<file path="src/rtl/inst_fetch.sv">
// inst_fetch: single-outstanding instruction fetch feeding decode through a pc-tagged FIFO.
// Define FETCH_TIMEOUT_EN to add an imem_ack watchdog with a sticky fetch_err.

module inst_fetch #(
    parameter int unsigned IMEM_AW     = 10,
    parameter int unsigned DEPTH       = 2,
    parameter int unsigned TIMEOUT_CYC = 16
) (
    input  logic               clk,
    input  logic               rst,
    input  logic [31:0]        pc,
    input  logic               halt,
    input  logic               flush,
    output logic               imem_req,
    output logic [IMEM_AW-1:0] imem_addr,
    input  logic               imem_ack,
    input  logic [31:0]        imem_rdata,
    output logic               instr_valid,
    output logic [31:0]        instr,
    output logic [31:0]        instr_pc,
    input  logic               dec_ready,
    output logic               pc_step,
    output logic               fetch_err
);

    localparam int unsigned PtrW = $clog2(DEPTH);
    localparam int unsigned CntW = $clog2(DEPTH + 1);

    typedef enum logic [1:0] {
        StIdle,
        StWait,
        StHalt,
        StErr
    } state_e;

    state_e             state_q, state_d;
    logic               req_q, req_d;
    logic [IMEM_AW-1:0] addr_q, addr_d;
    logic [31:0]        pc_lat_q, pc_lat_d;
    logic               drop_q, drop_d;
    logic               step_q;

    logic [31:0]        fifo_instr_q [DEPTH];
    logic [31:0]        fifo_pc_q    [DEPTH];
    logic [PtrW-1:0]    wr_ptr_q, rd_ptr_q;
    logic [CntW-1:0]    count_q;

    logic               push;
    logic               pop;
    logic               full;
    logic               empty;

`ifdef FETCH_TIMEOUT_EN
    localparam int unsigned TmoW = $clog2(TIMEOUT_CYC + 1);
    logic [TmoW-1:0]    tmo_q, tmo_d;
    logic               err_q, err_d;
`endif

    assign full  = (count_q == CntW'(DEPTH));
    assign empty = (count_q == '0);
    // Flush wins over a pop in the same cycle.
    assign pop   = !empty && dec_ready && !flush;

    always_comb begin
        state_d  = state_q;
        req_d    = req_q;
        addr_d   = addr_q;
        pc_lat_d = pc_lat_q;
        drop_d   = drop_q;
        push     = 1'b0;
`ifdef FETCH_TIMEOUT_EN
        tmo_d    = '0;
        err_d    = err_q;
`endif
        unique case (state_q)
            StIdle: begin
                if (halt) begin
                    state_d = StHalt;
                end else if (!full && !flush) begin
                    req_d    = 1'b1;
                    addr_d   = pc[IMEM_AW+1:2];
                    pc_lat_d = pc;
                    state_d  = StWait;
                end
            end
            StWait: begin
                if (imem_ack) begin
                    req_d  = 1'b0;
                    drop_d = 1'b0;
                    if (drop_q) begin
                        state_d = StIdle;
                    end else begin
                        // A flush landing on the ack cycle discards the returning word.
                        push    = !flush;
                        state_d = halt ? StHalt : StIdle;
                    end
                end else if (flush) begin
                    drop_d = 1'b1;
                end
`ifdef FETCH_TIMEOUT_EN
                else if (tmo_q == TmoW'(TIMEOUT_CYC - 1)) begin
                    req_d   = 1'b0;
                    err_d   = 1'b1;
                    state_d = StErr;
                end else begin
                    tmo_d = tmo_q + 1'b1;
                end
`endif
            end
            StHalt: begin
                if (!halt) begin
                    state_d = StIdle;
                end
            end
            StErr: begin
                req_d = 1'b0;
            end
            default: begin
                state_d = StIdle;
            end
        endcase
    end

    always_ff @(posedge clk or negedge rst) begin
        if (!rst) begin
            state_q  <= StIdle;
            req_q    <= 1'b0;
            addr_q   <= '0;
            pc_lat_q <= '0;
            drop_q   <= 1'b0;
            step_q   <= 1'b0;
        end else begin
            state_q  <= state_d;
            req_q    <= req_d;
            addr_q   <= addr_d;
            pc_lat_q <= pc_lat_d;
            drop_q   <= drop_d;
            step_q   <= push;
        end
    end

`ifdef FETCH_TIMEOUT_EN
    always_ff @(posedge clk or negedge rst) begin
        if (!rst) begin
            tmo_q <= '0;
            err_q <= 1'b0;
        end else begin
            tmo_q <= tmo_d;
            err_q <= err_d;
        end
    end

    assign fetch_err = err_q;
`else
    assign fetch_err = 1'b0;
`endif

    always_ff @(posedge clk or negedge rst) begin
        if (!rst) begin
            wr_ptr_q <= '0;
            rd_ptr_q <= '0;
            count_q  <= '0;
        end else if (flush) begin
            wr_ptr_q <= '0;
            rd_ptr_q <= '0;
            count_q  <= '0;
        end else begin
            if (push) begin
                wr_ptr_q <= wr_ptr_q + 1'b1;
            end
            if (pop) begin
                rd_ptr_q <= rd_ptr_q + 1'b1;
            end
            case ({push, pop})
                2'b10:   count_q <= count_q + CntW'(1);
                2'b01:   count_q <= count_q - CntW'(1);
                default: count_q <= count_q;
            endcase
        end
    end

    always_ff @(posedge clk or negedge rst) begin
        if (!rst) begin
            for (int unsigned i = 0; i < DEPTH; i++) begin
                fifo_instr_q[i] <= '0;
                fifo_pc_q[i]    <= '0;
            end
        end else if (push) begin
            fifo_instr_q[wr_ptr_q] <= imem_rdata;
            fifo_pc_q[wr_ptr_q]    <= pc_lat_q;
        end
    end

    assign imem_req    = req_q;
    assign imem_addr   = addr_q;
    assign instr_valid = !empty;
    assign instr       = fifo_instr_q[rd_ptr_q];
    assign instr_pc    = fifo_pc_q[rd_ptr_q];
    assign pc_step     = step_q;

endmodule

</file>
<file path="config.mk">
export PLATFORM = sky130hd
export DESIGN_NAME = inst_fetch
export DESIGN_NICKNAME = d
export VERILOG_FILES = /design/src/rtl/inst_fetch.sv
export SDC_FILE = /design/constraint.sdc
export NUM_CORES = 1
export LEC_CHECK = 0
export ABC_AREA = 1
export BUFFER_PORTS_ARGS = -buffer_cell sky130_fd_sc_hd__buf_2
export CAP_MARGIN = 0
export CORE_AREA = 2 2 114 144
export DETAILED_ROUTE_END_ITERATION = 16
export DIE_AREA = 0 0 116 146
export PLACE_DENSITY = 0.75
export SYNTH_ARGS = -nofsm -noshare
export SYNTH_HDL_FRONTEND = slang
export SYNTH_SLANG_ARGS = --single-unit
</file>
<file path="constraint.sdc">
create_clock -name clk -period 1.7 [get_ports clk]
set_input_delay 0.255 -clock clk [delete_from_list [all_inputs] [get_ports clk]]
set_output_delay 0.255 -clock clk [all_outputs]
set_load 0.005 [all_outputs]
</file>
# [Word-level counts from Yosys, hierarchy flattened]
# Index checks and enable logic that the tools add are counted.
[totals] register_bits=179 output_inout_bits=78
[op_classes] n_addsub=4 n_lt_le_gt_ge=3 eq_ne=11 n_mux=32 n_bitwise=3 reduce_logical=19
[op_table] cell="$mux 32" count=7
[op_table] cell="$bwmux 64" count=2
[op_table] cell="$demux 32 s1" count=1
[op_table] cell="$mux 2" count=7
[op_table] cell="$mux 1" count=12
[op_table] cell="$reduce_bool 3->1" count=3
[op_table] cell="$eq 2x2->1 const B" count=4
[op_table] cell="$ne 2x2->1 const B" count=4
[op_table] cell="$reduce_and 4->1" count=2
[op_table] cell="$pmux 2 s3" count=1
[op_table] cell="$reduce_bool 2->1" count=3
[op_table] cell="$eq 2x1->1 const B" count=2
[op_table] cell="$ge 2x2->1 const B" count=2
[op_table] cell="$logic_and 1x1->1" count=4
[op_table] cell="$logic_not 2->1" count=2
[op_table] cell="$not 1->2" count=2
[op_table] cell="$pmux 2 s2" count=1
[op_table] cell="$logic_not 1->1" count=3
[op_table] cell="$ne 3x3->1 const B" count=1
[op_table] cell="$pmux 1 s3" count=1
[op_table] cell="$reduce_and 3->1" count=1
[op_table] cell="$add 1x1->1 const B" count=2
[op_table] cell="$add 2x1->2 const B" count=1
[op_table] cell="$lt 2x1->1 const B" count=1
[op_table] cell="3 further kinds" count=3

# [Logic depth before layout (Yosys ltp)]
# Gate-level depths: netlist of run 1.
[logic_depth] ltp_word=7 mapped_depth=10 mapped_depth_nobuf=10

# [Worst setup path before layout of run 1]
# Ideal clock, no wire load.
[synth_path] path_kind="register to register" from="register state_q[1]" to="register fifo_instr_q[41] (netlist bit)" setup_ns=0.117 arrival_ns=1.520 t_required_ns=1.583 slack_ns=0.062 stages_incl_launch_ff=11 n_path_buf=2 cell_sequence="dfrtp_1 inv_1 ha_1 inv_2 nor2_4 nand2_2 or2_4 buf_12 buf_6 nand2_2 o21ai_2"
[synth_between] elab_chain_cells=2
[synth_lines] element="start: declaration" line="36" source="state_e state_q, state_d;"
[synth_lines] element="start signal: assignment" line="126" source="state_q <= StIdle;"
[synth_lines] element="start signal: assignment" line="133" source="state_q <= state_d;"
[synth_lines] element="$eq 2x1->1" line="75" source="unique case (state_q)"
[synth_lines] element="$mux 1" line="75"
[synth_lines] element="end signal: indexed assignment" line="189" source="fifo_instr_q[wr_ptr_q] <= imem_rdata;"
[synth_lines] element="end: declaration" line="43" source="logic [31:0] fifo_instr_q [DEPTH];"
# No other way between the ends.
# A chain may end at the register's enable or synchronous reset.

# [Worst setup path in the final report of run 1]
[layout_path] from="register rd_ptr_q" to="output instr_pc[20]"
[layout_between] elab_chain_cells=4
[layout_lines] element="start: declaration" line="45" source="logic [PtrW-1:0] wr_ptr_q, rd_ptr_q;"
[layout_lines] element="start signal: assignment" line="172" source="rd_ptr_q <= rd_ptr_q + 1'b1;"
[layout_lines] element="$not 1->2 (implied by the code)" line="198" source="assign instr_pc = fifo_pc_q[rd_ptr_q];"
[layout_lines] element="$mux 32 (implied by the code) (3 in a row)" line="198"
[layout_lines] element="end: declaration" line="20" source="output logic [31:0] instr_pc,"
# No other way between the ends. The select of a mux whose other input is x is not followed.

==> flow_metrics.env, run 1 <==
export IMPL_status="finished, violations left"
export IMPL_violations="setup timing"
export IMPL_critical_path_class="register to output pin"
export IMPL_cp_cell_sequence="inv_8 -> buf_12 -> nand2_1 -> nand2_1 -> buf_2"
export IMPL_p_clk_share_pct=23.0
export IMPL_crit_path_max_incr_delay_ns=0.48
export IMPL_clk_pin_slew_ns=0.06
export IMPL_preCtsSetupSlack_ns=-0.0166
export IMPL_antenna_found_initial=0
export IMPL_clock_fmax_mhz=571
export IMPL_numCtsBuffers=17
export IMPL_placement_io_buffers=146
export IMPL_initialDrtViolationCount=353
export IMPL_hold_ws_ns=0.0246
export IMPL_die_width_microns=116
export IMPL_pwr_share_comb_pct=36.8
export IMPL_initial_core_util_pct=49.4
export IMPL_synth_edff_count=0
export IMPL_n_antenna_cell=0
export IMPL_path_delay_family="flip-flops"
export IMPL_area_growth_pct=29.2
export IMPL_yosysWarnings=0
export IMPL_seqPwrFrac_pct=40.2
export IMPL_crit_path_start_kind="register"
export IMPL_grt_max_degree=65
export IMPL_synth_cell_types=23
export IMPL_min_delay_start="flush"
export IMPL_setup_violations_final=63
export IMPL_first_global_vias=5772
export IMPL_p_sw_share_pct=35.3
export IMPL_switching_power_w=0.00556
export IMPL_globalplace_congestion=0.787
export IMPL_dieArea_sq_mm=0.0169
export IMPL_final_core_util_pct=63.8
export IMPL_synth_top_area_share_pct=55.4
export IMPL_async_flop_share_pct=100
export IMPL_fp_coreArea_sq_mm=0.0154
export IMPL_netlist_area_sq_mm=0.00763
export IMPL_path_buf_inv=3
export IMPL_synth_cells=877
export IMPL_finalCriticalPeriod_ns=1.75
export IMPL_overflow=0
export IMPL_yosysMostFrequentCell="nand2_1"
export IMPL_cap_violations=0
export IMPL_crit_slowest_cell="dfrtp_2"
export IMPL_ys_flop_type="dfrtp_1"
export IMPL_drtAntennaViolNets=0
export IMPL_drt_total_wl_mm=19.1
export IMPL_r2r_end="fifo_pc_q[45]"
export IMPL_track_usage_pct=21.7
export IMPL_route_detailed_drc=0
export IMPL_intPower_w=0.0102
export IMPL_whs_path_depth=2
export IMPL_r2r_cells=9
export IMPL_clock_sinks=169
export IMPL_htreeDepth=4
export IMPL_cts_tree="yes"
export IMPL_fin_skew_ns=0.00687
export IMPL_vias_per_cell=4.91
export IMPL_fp_row_count=51
export IMPL_rsz0062_at_grt="yes"
export IMPL_worstPathMaxFanout=8
export IMPL_grt_pass1_wl_mm=28.7
export IMPL_maxSlewViolCount=0
export IMPL_arrival_ns=1.50
export IMPL_ys_ff_latch=169
export IMPL_finalWorstSetupSlack_ns=-0.0513
export IMPL_syn_area_per_cell_sq_um=8.70
export IMPL_num_vias=6160
export IMPL_clock_latency_ns=0.42
export IMPL_min_to="count_q[1]"
export IMPL_powerDensity_mw_per_mm2=1600
export IMPL_required_ns=1.44
export IMPL_cts_buffer_depth=2
export IMPL_yosysSeqAreaShare_pct=55.4
export IMPL_timing_rr_start="state_q[1]"
export IMPL_synth_top_cell_by_area="dfrtp_1"
export IMPL_wl_per_cell_microns=15.2
export IMPL_firstDrtPassIters=5
export IMPL_hpwl_mm=10.1
export IMPL_yosys_top_cells_count="322 x nand2_1, 169 x dfrtp_1, 78 x inv_1"
export IMPL_ios=148
export IMPL_cpMostUsedCell="nand2_1"
export IMPL_p_leak_nw=5.33
export IMPL_netlist_top_cells_area="dfrtp_1 55%, nand2_1 16%, o21ai_2 6.3%"
export IMPL_r2r_slack_ns=-0.04
export IMPL_layout_drive_gt1_share_pct=36.0
export IMPL_critPathCaptureType="output pin"
export IMPL_ir_worst_vdd_mv=0.970
export IMPL_synth_nets=951
export IMPL_hold_viol=0
export IMPL_fin_nets=1105
export IMPL_hold_path_class="input port to register"
export IMPL_finalCritPeriodShare_pct=103
export IMPL_die_y_microns=146
export IMPL_cts_root_buf="clkbuf_16"
-- area by class of cell --
| class | instances | area, sq um |
|---|---|---|
| repair buffers | 193 | 1540 |
| inverters | 80 | 310 |
| clock buffers | 21 | 450 |
| multi-input cells | 570 | 2960 |
| clock inverters | 10 | 98.8 |
| fillers | 1328 | 5590 |
| well taps | 212 | 265 |
| flip-flops and latches | 169 | 4230 |
-- registers in the layout, summed over array words and instances (netlist names) --
signal        cells
rd_ptr_q          1
pc_step           1
fifo_pc_q        64
drop_q            1
imem_addr         9
fifo_instr_q     64
pc_lat_q         23
wr_ptr_q          1
imem_req          1
count_q           2
state_q           2
-- placed cells by master, fill, tap and decap left out, drive strengths merged --
| cell | count |
|---|---|
| nand2 | 344 |
| nand3 | 4 |
| or2 | 2 |
| buf | 184 |
| conb | 1 |
| o21ai | 137 |
| clkbuf | 29 |
| ha | 4 |
| dfrtp | 169 |
| bufinv | 1 |
| clkinv | 4 |
| nand4 | 1 |
| clkinvlp | 5 |
| a21oi | 35 |
| nor2 | 42 |
| inv | 80 |
| dlygate4sd3 | 1 |
-- metal layers --
metal,GRT usage (%),part of all wire [%],up-vias
met4,7.08,1.9,0
met2,36.3,52,185
met1,28.0,42,2918
met5,0,0,-
met3,4.46,4.7,25
li1,-,-,3032
-- logic make-up (layout without fill, tap and decap cells) --
family,count (synthesis),after routing,share of synthesized area (%)
AO/OA/AOI/OAI,172,172,14.0
adder cells (fa/ha/maj),4,4,0.656
buffers and inverters,139,304,9.51
flip-flops,169,169,55.4
other,1,1,0.0491
AND/OR/NAND/NOR,392,393,20.4
-- power groups by stage --
stage	clock (W)	sequential (W)	combinational [W]
after floorplan	0	0.00609	0.00328
after global routing	0.00386	0.00650	0.00649
after detailed placement	0	0.00624	0.00490
after global placement	0	0.00620	0.00478
final	0.00362	0.00634	0.00580
after CTS	0.00367	0.00619	0.00525
-- timing repair --
action,in CTS,in global routing
endpoints found under the setup margin,94,129
endpoints found under the hold margin,41,0
gates resized for setup,18,93
gates cloned,7,11
buffers inserted,8,3
pin swaps,1,22
hold buffers,1,0
-- per-stage QoR --
step	cells	total power, W	instance area [sq um]	setup TNS, ns
after CTS	1244	0.0151	9400	-1.51
final	1255	0.0158	9860	-1.55
after floorplan	877	0.00938	7630	0
after global routing	1255	0.0168	9860	-6.23
after global placement	1197	0.0110	8500	0
after detailed placement	1197	0.0111	8500	-0.0901
-- worst max path at each step --
stage | start | endpoint | slack (ns) | cells past startpoint
after CTS | rd_ptr_q | instr_pc[5] | -0.05 | 5
after detailed placement | state_q[1] | fifo_pc_q[63] | -0.02 | 9
after global routing | state_q[1] | fifo_pc_q[45] | -0.10 | 9
after global placement | state_q[1] | fifo_pc_q[35] | 0.03 | 9
final | rd_ptr_q | instr_pc[20] | -0.05 | 5
after floorplan | state_q[1] | fifo_instr_q[41] | 0.06 | 10
Note: power is estimated with default switching activity, not from simulation.
==> run 2: changes to the inputs <==
Settings changed: CELL_PAD_IN_SITES_DETAIL_PLACEMENT set to 1, CELL_PAD_IN_SITES_GLOBAL_PLACEMENT set to 2, CORE_AREA 2 2 114 144 to 2 2 146 184, DIE_AREA 0 0 116 146 to 0 0 148 186, PLACE_DENSITY 0.75 to unset, PLACE_DENSITY_LB_ADDON set to 0.1.
==> flow_metrics.env, run 2 (synthesized netlist as in run 1, its figures left out) <==
export IMPL_ir_worst_vdd_mv=0.764
export IMPL_die_y_microns=186
export IMPL_path_delay_family="buffers and inverters"
export IMPL_crit_path_max_incr_delay_ns=0.49
export IMPL_p_leak_nw=5.45
export IMPL_grt_max_degree=61
export IMPL_crit_slowest_cell="dfrtp_2"
export IMPL_cts_tree="yes"
export IMPL_cts_buffer_depth=2
export IMPL_finalCritPeriodShare_pct=106
export IMPL_num_vias=6181
export IMPL_clock_sinks=169
export IMPL_grtUsageMet1_pct=19.7
export IMPL_die_width_microns=148
export IMPL_placed_area_sq_mm=0.00869
export IMPL_critPathCaptureType="output pin"
export IMPL_clock_latency_ns=0.43
export IMPL_top_regs="fifo_instr_q x64, fifo_pc_q x64, pc_lat_q x23"
export IMPL_clock_fmax_mhz=556
export IMPL_fin_nets=1115
export IMPL_clk_pin_slew_ns=0.07
export IMPL_finalInstanceArea_sq_mm=0.0106
export IMPL_area_growth_pct=39.2
export IMPL_n_fill_cell=3012
export IMPL_finalWorstSetupSlack_ns=-0.0984
export IMPL_fin_skew_ns=0.00986
export IMPL_rsz0062_at_grt="yes"
export IMPL_finalCriticalPeriod_ns=1.80
export IMPL_preCtsSetupSlack_ns=0.0121
export IMPL_violations="setup timing"
export IMPL_antenna_found_initial=1
export IMPL_route_detailed_drc=0
export IMPL_final_core_util_pct=41.2
export IMPL_globalplace_congestion=0.707
export IMPL_multi_input_area_sq_mm=0.00322
export IMPL_grt_pass1_wl_mm=33.8
export IMPL_initial_core_util_pct=29.6
export IMPL_fp_coreArea_sq_mm=0.0258
export IMPL_firstDrtPassIters=4
export IMPL_use_met2_pct=27.3
export IMPL_overflow=0
export IMPL_status="finished, violations left"
export IMPL_fp_row_count=66
export IMPL_path_buf_inv=4
export IMPL_critical_path_class="register to output pin"
export IMPL_tightest_slew_ns=0.521
export IMPL_final_common_cell="nand2_1"
export IMPL_layout_drive_gt1_share_pct=41.4
export IMPL_arrival_ns=1.54
export IMPL_cp_cell_sequence="inv_8 -> buf_12 -> clkbuf_16 -> nand2_1 -> nand2_1 -> buf_2"
export IMPL_cts_root_buf="clkbuf_16"
export IMPL_dieArea_sq_mm=0.0275
export IMPL_top_usage_layer="met2"
export IMPL_hold_viol=0
export IMPL_slew_limit_headroom_pct=64.9
export IMPL_drt_total_wl_mm=23.5
export IMPL_powerDensity_mw_per_mm2=1610
export IMPL_n_antenna_cell=0
export IMPL_cap_violations=0
export IMPL_initialDrtViolationCount=180
export IMPL_wl_per_cell_microns=16.9
export IMPL_drtAntennaViolNets=0
export IMPL_vias_per_cell=4.44
export IMPL_first_global_vias=6325
export IMPL_maxSlewViolCount=0
export IMPL_worstPathMaxFanout=7
export IMPL_ios=148
export IMPL_numCtsBuffers=17
export IMPL_htreeDepth=4
export IMPL_r2r_slack_ns=-0.03
export IMPL_cpMostUsedCell="nand2_1"
export IMPL_final_cell_mix="207 x nand2_1, 168 x dfrtp_1, 132 x buf_2"
export IMPL_track_usage_pct=15.9
export IMPL_required_ns=1.44
export IMPL_hold_path_class="input port to register"
export IMPL_setup_violations_final=77
export IMPL_gr_usage_met3_pct=4.31
export IMPL_crit_path_start_kind="register"
export IMPL_hpwl_mm=13.1
export IMPL_final_seq_area_sq_mm=0.00423
export IMPL_placement_io_buffers=146
[run 2: cell types whose count changed in the layout (fill, tap and decap cells not counted), moves of 4 or more]
cell,before,now
buf_12,11,15
nand2_4,19,41
nand2_2,71,96
o21ai_1,27,22
buf_2,141,132
clkbuf_16,25,29
buf_6,11,19
buf_16,6,10
nand2_1,254,207
[run 2: final timing paths]
check / depth (start not counted) / start / endpoint
max in group asynchronous: 3 / rst / pc_lat_q[17]
worst min register to register: 2 / fifo_instr_q[2] / fifo_instr_q[2]
worst max register to register: 10 / state_q[1] / fifo_pc_q[42]
worst max-delay path: 6 / rd_ptr_q / instr[8]
worst min-delay path: 2 / flush / count_q[1]
min in group asynchronous: 2 / rst / fifo_instr_q[13]
[run 2: cell type report]
type / count / area share [%]
multi-input combinational: 569 / 30.3
clock buffer: 21 / 4.24
timing repair buffer: 204 / 17.8
inverter: 80 / 2.92
sequential: 169 / 39.8
tap: 340 / 4.00
clock inverter: 8 / 0.942
[run 2: routing by layer]
metal	wire, microns	share of wire, %
met5	13	0.055
met4	202	0.86
met3	946	4.0
met2	12000	51
met1	10300	44
[run 2: repair_timing]
action | 4_1_cts | 5_1_grt
pin swaps | 7 | 21
endpoints found under the hold margin | 24 | 0
resized for setup | 42 | 165
hold buffers | 1 | 0
endpoints found under the setup margin | 66 | 129
gates cloned | 6 | 17
setup buffers | 4 | 10
[run 2: stage by stage]
step	instances	hold slack (ns)	TNS [ns]	power [W]
2_1_floorplan	877	-0.0406	0	0.00938
6_report	1391	0.0589	-4.19	0.0171
4_1_cts	1365	0.0489	-4.90	0.0159
5_1_grt	1391	0.0589	-11.30	0.0184
3_3_place_gp	1325	0.158	0	0.0113
3_5_place_dp	1325	0.156	0	0.0115
[run 2: power breakdown]
part           internal (W)  switching, W  leakage (nW)  total (W)
sequential          0.00546       0.00104          2.16    0.00651
combinational       0.00334       0.00343          3.03    0.00678
clock               0.00217       0.00161         0.257    0.00378
